===== config.mk =====
export PLATFORM = sky130hd
export DESIGN_NAME = i2c_slave
export DESIGN_NICKNAME = d
export VERILOG_FILES = /design/src/rtl/i2c_pkg.sv /design/src/rtl/i2c_sync_edge.sv /design/src/rtl/i2c_slave.sv
export SDC_FILE = /design/constraint.sdc
export NUM_CORES = 1
export LEC_CHECK = 0
export ABC_AREA = 1
export BUFFER_PORTS_ARGS = -buffer_cell sky130_fd_sc_hd__buf_2
export CAP_MARGIN = 20
export CORE_MARGIN = 1.5
export CORE_UTILIZATION = 45
export CTS_CLUSTER_DIAMETER = 30
export CTS_CLUSTER_SIZE = 30
export DETAILED_ROUTE_END_ITERATION = 12
export PLACE_DENSITY = 0.68
export SYNTH_ARGS = -nofsm -noshare
export SYNTH_HDL_FRONTEND = slang
export SYNTH_SLANG_ARGS = --single-unit

===== constraint.sdc =====
create_clock -name clk -period 1.6 [get_ports clk]
set_clock_uncertainty 0.05 [all_clocks]
set_input_delay 0.24 -clock clk [delete_from_list [all_inputs] [get_ports clk]]
set_output_delay 0.24 -clock clk [all_outputs]
set_load 0.01 [all_outputs]

===== src/rtl/i2c_pkg.sv =====
// Shared I2C definitions: target FSM state encoding and protocol constants.
package i2c_pkg;

  localparam int   I2C_BYTE_BITS = 8;
  localparam logic I2C_RW_READ   = 1'b1;

  typedef enum logic [2:0] {
    IDLE,
    ADDR,
    ADDR_ACK,
    WRITE,
    WRITE_ACK,
    READ,
    READ_ACK,
    WAIT_STOP
  } i2c_slave_state_t;

endpackage


===== src/rtl/i2c_sync_edge.sv =====
// Two-flop synchroniser for an asynchronous bus line followed by a registered
// edge detector. level/rise/fall are mutually aligned: in the cycle a strobe
// is high, level already shows the new value.
module i2c_sync_edge #(
  parameter logic IDLE_LVL = 1'b1
) (
  input  logic clk,
  input  logic rst,
  input  logic din,
  output logic level,
  output logic rise,
  output logic fall
);

  logic [1:0] sync;

  // Resetting to the bus idle level avoids a spurious edge after reset.
  always_ff @(posedge clk or posedge rst) begin
    if (rst) begin
      sync  <= {2{IDLE_LVL}};
      level <= IDLE_LVL;
      rise  <= 1'b0;
      fall  <= 1'b0;
    end else begin
      sync  <= {sync[0], din};
      level <= sync[1];
      rise  <= sync[1] & ~level;
      fall  <= ~sync[1] & level;
    end
  end

endmodule


===== src/rtl/i2c_slave.sv =====
// I2C target with a fixed 7-bit address. Bus lines are oversampled on clk;
// data is sampled on SCL rise and SDA is only changed on SCL fall.
module i2c_slave
  import i2c_pkg::*;
#(
  parameter logic [6:0] SLAVE_ADDR = 7'h50
) (
  input  logic       clk,
  input  logic       rst,
  input  logic       scl,
  input  logic       sda_in,
  output logic       sda_oe,
  output logic [7:0] rx_data,
  output logic       rx_valid,
  input  logic [7:0] tx_data,
  output logic       tx_req,
  output logic       busy
);

  logic scl_lvl, scl_rise, scl_fall;
  logic sda_lvl, sda_rise, sda_fall;

  i2c_sync_edge u_scl (
    .clk(clk), .rst(rst), .din(scl),
    .level(scl_lvl), .rise(scl_rise), .fall(scl_fall)
  );

  i2c_sync_edge u_sda (
    .clk(clk), .rst(rst), .din(sda_in),
    .level(sda_lvl), .rise(sda_rise), .fall(sda_fall)
  );

  i2c_slave_state_t state, state_nxt;
  logic [3:0] bit_cnt, bit_cnt_nxt;
  logic [7:0] shreg, shreg_nxt, rx_data_nxt, byte_in;
  logic       sda_oe_nxt, rx_valid_nxt, tx_req_nxt, busy_nxt;
  logic       rw, rw_nxt, ack_hold, ack_hold_nxt, load_tx;
  logic       start_ev, stop_ev, last_bit, full_cnt, addr_hit;

  assign start_ev = sda_fall & scl_lvl;
  assign stop_ev  = sda_rise & scl_lvl;
  assign byte_in  = {shreg[6:0], sda_lvl};
  assign last_bit = (bit_cnt == 4'(I2C_BYTE_BITS - 1));
  assign full_cnt = (bit_cnt == 4'(I2C_BYTE_BITS));
  assign addr_hit = (byte_in[7:1] == SLAVE_ADDR);

  // State register
  always_ff @(posedge clk or posedge rst) begin
    if (rst) state <= IDLE;
    else     state <= state_nxt;
  end

  // Next-state logic; STOP then START override any bit event in the same cycle.
  // ack_hold marks the second half of an ACK slot (SDA already driven, or
  // master ACK seen in READ_ACK).
  always_comb begin
    state_nxt = state;
    if (stop_ev) state_nxt = IDLE;
    else if (start_ev) state_nxt = ADDR;
    else begin
      unique case (state)
        ADDR:      if (scl_rise && last_bit) state_nxt = addr_hit ? ADDR_ACK : WAIT_STOP;
        ADDR_ACK:  if (scl_fall && ack_hold) state_nxt = (rw == I2C_RW_READ) ? READ : WRITE;
        WRITE:     if (scl_rise && last_bit) state_nxt = WRITE_ACK;
        WRITE_ACK: if (scl_fall && ack_hold) state_nxt = WRITE;
        READ:      if (scl_fall && full_cnt) state_nxt = READ_ACK;
        READ_ACK: begin
          if (scl_rise && sda_lvl)       state_nxt = WAIT_STOP;
          else if (scl_fall && ack_hold) state_nxt = READ;
        end
        default: ;
      endcase
    end
  end

  // Next values for the datapath and output registers
  always_comb begin
    bit_cnt_nxt  = bit_cnt;
    shreg_nxt    = shreg;
    sda_oe_nxt   = sda_oe;
    rx_data_nxt  = rx_data;
    rx_valid_nxt = 1'b0;
    tx_req_nxt   = 1'b0;
    busy_nxt     = busy;
    rw_nxt       = rw;
    ack_hold_nxt = ack_hold;
    load_tx      = 1'b0;
    if (stop_ev) begin
      bit_cnt_nxt  = '0;
      sda_oe_nxt   = 1'b0;
      busy_nxt     = 1'b0;
      ack_hold_nxt = 1'b0;
    end else if (start_ev) begin
      // busy is left alone so it stays high across a repeated START
      bit_cnt_nxt  = '0;
      sda_oe_nxt   = 1'b0;
      ack_hold_nxt = 1'b0;
    end else begin
      unique case (state)
        ADDR: if (scl_rise) begin
          shreg_nxt   = byte_in;
          bit_cnt_nxt = bit_cnt + 4'd1;
          if (last_bit) begin
            bit_cnt_nxt = '0;
            rw_nxt      = byte_in[0];
            busy_nxt    = addr_hit;
          end
        end
        ADDR_ACK, WRITE_ACK: if (scl_fall) begin
          if (!ack_hold) begin
            sda_oe_nxt   = 1'b1;
            ack_hold_nxt = 1'b1;
          end else begin
            ack_hold_nxt = 1'b0;
            bit_cnt_nxt  = '0;
            if (state == ADDR_ACK && rw == I2C_RW_READ) load_tx = 1'b1;
            else sda_oe_nxt = 1'b0;
          end
        end
        WRITE: if (scl_rise) begin
          shreg_nxt   = byte_in;
          bit_cnt_nxt = bit_cnt + 4'd1;
          if (last_bit) begin
            bit_cnt_nxt  = '0;
            rx_data_nxt  = byte_in;
            rx_valid_nxt = 1'b1;
          end
        end
        READ: if (scl_fall) begin
          // bit_cnt counts bits already placed on SDA
          if (full_cnt) begin
            sda_oe_nxt  = 1'b0;
            bit_cnt_nxt = '0;
          end else begin
            shreg_nxt   = {shreg[6:0], 1'b0};
            sda_oe_nxt  = ~shreg[6];
            bit_cnt_nxt = bit_cnt + 4'd1;
          end
        end
        READ_ACK: begin
          if (scl_rise) begin
            if (sda_lvl) busy_nxt = 1'b0;
            else         ack_hold_nxt = 1'b1;
          end else if (scl_fall && ack_hold) begin
            ack_hold_nxt = 1'b0;
            load_tx      = 1'b1;
          end
        end
        default: ;
      endcase
      // Capture the user byte and put its MSB on the bus in one step
      if (load_tx) begin
        shreg_nxt   = tx_data;
        tx_req_nxt  = 1'b1;
        sda_oe_nxt  = ~tx_data[7];
        bit_cnt_nxt = 4'd1;
      end
    end
  end

  // Datapath and output registers
  always_ff @(posedge clk or posedge rst) begin
    if (rst) begin
      bit_cnt  <= '0;
      shreg    <= '0;
      sda_oe   <= 1'b0;
      rx_data  <= '0;
      rx_valid <= 1'b0;
      tx_req   <= 1'b0;
      busy     <= 1'b0;
      rw       <= 1'b0;
      ack_hold <= 1'b0;
    end else begin
      bit_cnt  <= bit_cnt_nxt;
      shreg    <= shreg_nxt;
      sda_oe   <= sda_oe_nxt;
      rx_data  <= rx_data_nxt;
      rx_valid <= rx_valid_nxt;
      tx_req   <= tx_req_nxt;
      busy     <= busy_nxt;
      rw       <= rw_nxt;
      ack_hold <= ack_hold_nxt;
    end
  end

endmodule


==> impl_metrics.yaml <==
sta:
  relSlewSlack_pct: 68.7
  setup_violations: 1
  holdWs_ns: -0.00155
  clock.fmax_mhz: 611
  period_needed_ns: 1.64
  hold_viol_final: 4
  tightest_slew_ns: 0.470
  report.final.slew_viol_count: 0
  rsz0062_at_grt: "true"
  fin_crit_sh_pct: 102
  final.setup.worst_slack_ns: -0.0370
yosys:
  yosysWarnings: 0
  synth_edf_count: 0
  synth_seq_cells: 38
  synth_top_area_share_pct: 36.9
  avgSynthCellArea_um2: 7.62
  netlist_area_mm2: 0.00217
  synthTopCellsByArea: "dfrtp_1 37%, nand2_1 15%, dfstp_2 7.3%"
  seq_area_frac_synth_pct: 44.1
  synth_flop_cell: "dfrtp_1"
  async_flop_share_pct: 100
  synthCells: 285
  yosysTopAreaCell: "dfrtp_1"
  synth.distinct_cells: 31
  synth_fp_nets: 299
clock_tree:
  clk_path_buf_depth: 2
  path_clk_slew_ns: 0.07
  cts_root_buffer: "clkbuf_8"
  clock_sinks: 38
  htree_levels: 2
  clock_latency_ns: 0.29
  tritoncts: "yes"
  cts_buffers: 5
final_layout:
  area_growth_pct: 33.3
  fin_area_mm2: 0.00290
  antenna_cells: 0
  drive_above_1_share_pct: 38.4
  nets: 367
global_route:
  grt_pass1_vias: 1824
  grt_max_degree: 39
  antenna_found_initial: 0
  grt.total_usage_pct: 20.1
  grt_pass1_wl_um: 8220
  grt_overflow_total: 0
place:
  port_buffers: 23
  routabilityCongestion: 0.864
  postPlaceCellArea_mm2: 0.00253
  pre_cts_slack_ns: -0.0227
  hpwl_um: 3530
critical_path:
  r2r-end: "rx_data[3]$_DFFE_PP0P_"
  rrSetupSlack_ns: -0.04
  startpoint: "bit_cnt[1]$_DFFE_PP0P_"
  r2r_start: "bit_cnt[1]$_DFFE_PP0P_"
  path_class: "flip-flop to flip-flop"
  crit_path_end: "rx_data[3]$_DFFE_PP0P_"
  arrival_ns: 1.76
  start_kind: "flip-flop"
  critPathMaxFanout: 4
  r2r_cells: 8
  cp.required_ns: 1.72
  crit_path_end_kind: "flip-flop"
power:
  p_seq_share_pct: 30.9
  p_switching_uw: 1740
  powerDensity_mw_per_mm2: 1470
  clockPowerShare_pct: 18.7
  p_int_uw: 2510
  p_leak_uw: 0.00153
  vdd_drop_max_v: 0.000720
  sw_frac_of_total_pct: 41.0
  combPwrFrac_pct: 50.5
run_status:
  status: "finished, violations left"
  violations: "negative hold slack, negative setup slack"
detailed_routing:
  wl_per_cell_um: 12.8
  drt_iter0_drc: 142
  ant_nets: 0
  routed_wl_um: 5220
  route.detailed.drc: 0
  vias_per_cell: 5.07
  dr.pass1.iters: 4
  vias: 2069
hold_path:
  hp-class: "input port to asynchronous set/reset pin"
die:
  die-area_mm2: 0.00525
  die_w_um: 72.5
  die_y_um: 72.5
  core_area_mm2: 0.00469
  io_pins: 24
  start_util_pct: 46.3
  row_count: 25
run:
  drv_cap: 0
==> through the flow <==
stage	util (%)	total power [uW]	setup TNS (ns)	hold WS [ns]	std cells
finish	61.7	4250	-0.0370	-0.00155	408
global route	61.7	4580	-1.30	0.0471	408
CTS	57.2	3980	-0.0379	0.00498	395
detailed placement	53.8	3140	-0.0353	0.297	384
global placement	53.8	3130	0	0.295	384
floorplan	-	2640	0	0.194	285
==> kinds of logic after synthesis <==
family | count (synthesis) | synth area share [%]
AO/OA/AOI/OAI | 30 | 8.24
adder cells (fa/ha/maj) | 2 | 1.15
buffers and inverters | 46 | 9.50
flip-flops | 38 | 44.1
AND/OR/NAND/NOR | 169 | 37.0
==> flip-flops by register name (all words and copies together) (netlist names), 2 cells and up <==
register / count
u_scl.sync: 2
state: 3
bit_cnt: 4
rx_data: 8
u_sda.sync: 2
shreg: 7
==> power by group through the flow <==
stage / Combinational (uW) / Clock [uW] / Sequential, uW
global placement: 1810 / 0 / 1320
floorplan: 1380 / 0 / 1260
detailed placement: 1830 / 0 / 1320
global route: 2400 / 845 / 1340
CTS: 1870 / 813 / 1310
finish: 2140 / 793 / 1310
==> worst min-delay path by stage <==
stage,end,slack (ns),cells after the start
detailed placement,u_sda.sync[0]$_DFF_PP1_,0.30,1
CTS,u_sda.rise$_DFF_PP0_,0.005,3
floorplan,u_scl.sync[0]$_DFF_PP1_,0.19,0
finish,rw$_DFFE_PP0P_,-0.002,3
global placement,u_scl.sync[0]$_DFF_PP1_,0.30,1
global route,u_sda.rise$_DFF_PP0_,0.05,3
==> cell usage after synthesis (3+ instances only) <==
cell type	count
nand3_1	27
nor2_1	26
o21ai_2	3
dfstp_2	6
nor2_2	5
nand3b_1	3
o21ai_1	11
buf_6	3
nand2_1	85
a21oi_1	3
inv_1	36
nand2_2	10
nand4_1	3
dfrtp_1	32
o21ai_0	9
==> cell type report <==
type	count	area, um2
tap	54	67.6
clock inverter	3	40.0
sequential	38	962
clock buffer	5	68.8
fill	404	1800
timing repair buffer	64	465
multi-input combinational	204	1130
inverter	40	159
==> placed cells by master, fill, tap and decap left out, types with 11 or more instances in the layout <==
cell type  instances
nand2_1           80
buf_4             35
inv_1             31
dfrtp_1           29
nor2_1            24
nand3_1           24
buf_2             23
nand2_2           15
o21ai_1           11
==> worst max-delay path, stage by stage (launching register included) <==
cell     delay [ns]
dfrtp_1        0.38
ha_2           0.19
nand2_2        0.07
nor2_4         0.15
inv_2          0.07
nor2_4         0.21
nand4_2        0.18
nand2_1        0.12
o21ai_1        0.08
==> routing by layer <==
layer	share of wire, %	global-route usage, %	wire length (um)	vias to the layer above
met3	4.3	4.03	222	11
met1	44	26.4	2320	969
met4	2.0	7.34	104	0
met2	49	33.2	2570	47
met5	0	0	0	-
li1	-	-	-	1042
==> timing repair <==
| action | CTS | global route |
|---|---|---|
| endpoints found under the setup margin | 10 | 27 |
| gates cloned | 1 | 3 |
| hold buffers | 2 | 0 |
| buffers inserted | 0 | 10 |
| pin swaps | 1 | 8 |
| gates resized for setup | 3 | 33 |
| endpoints found under the hold margin | 2 | 0 |
No activity file was read; power rests on OpenSTA's default activity.
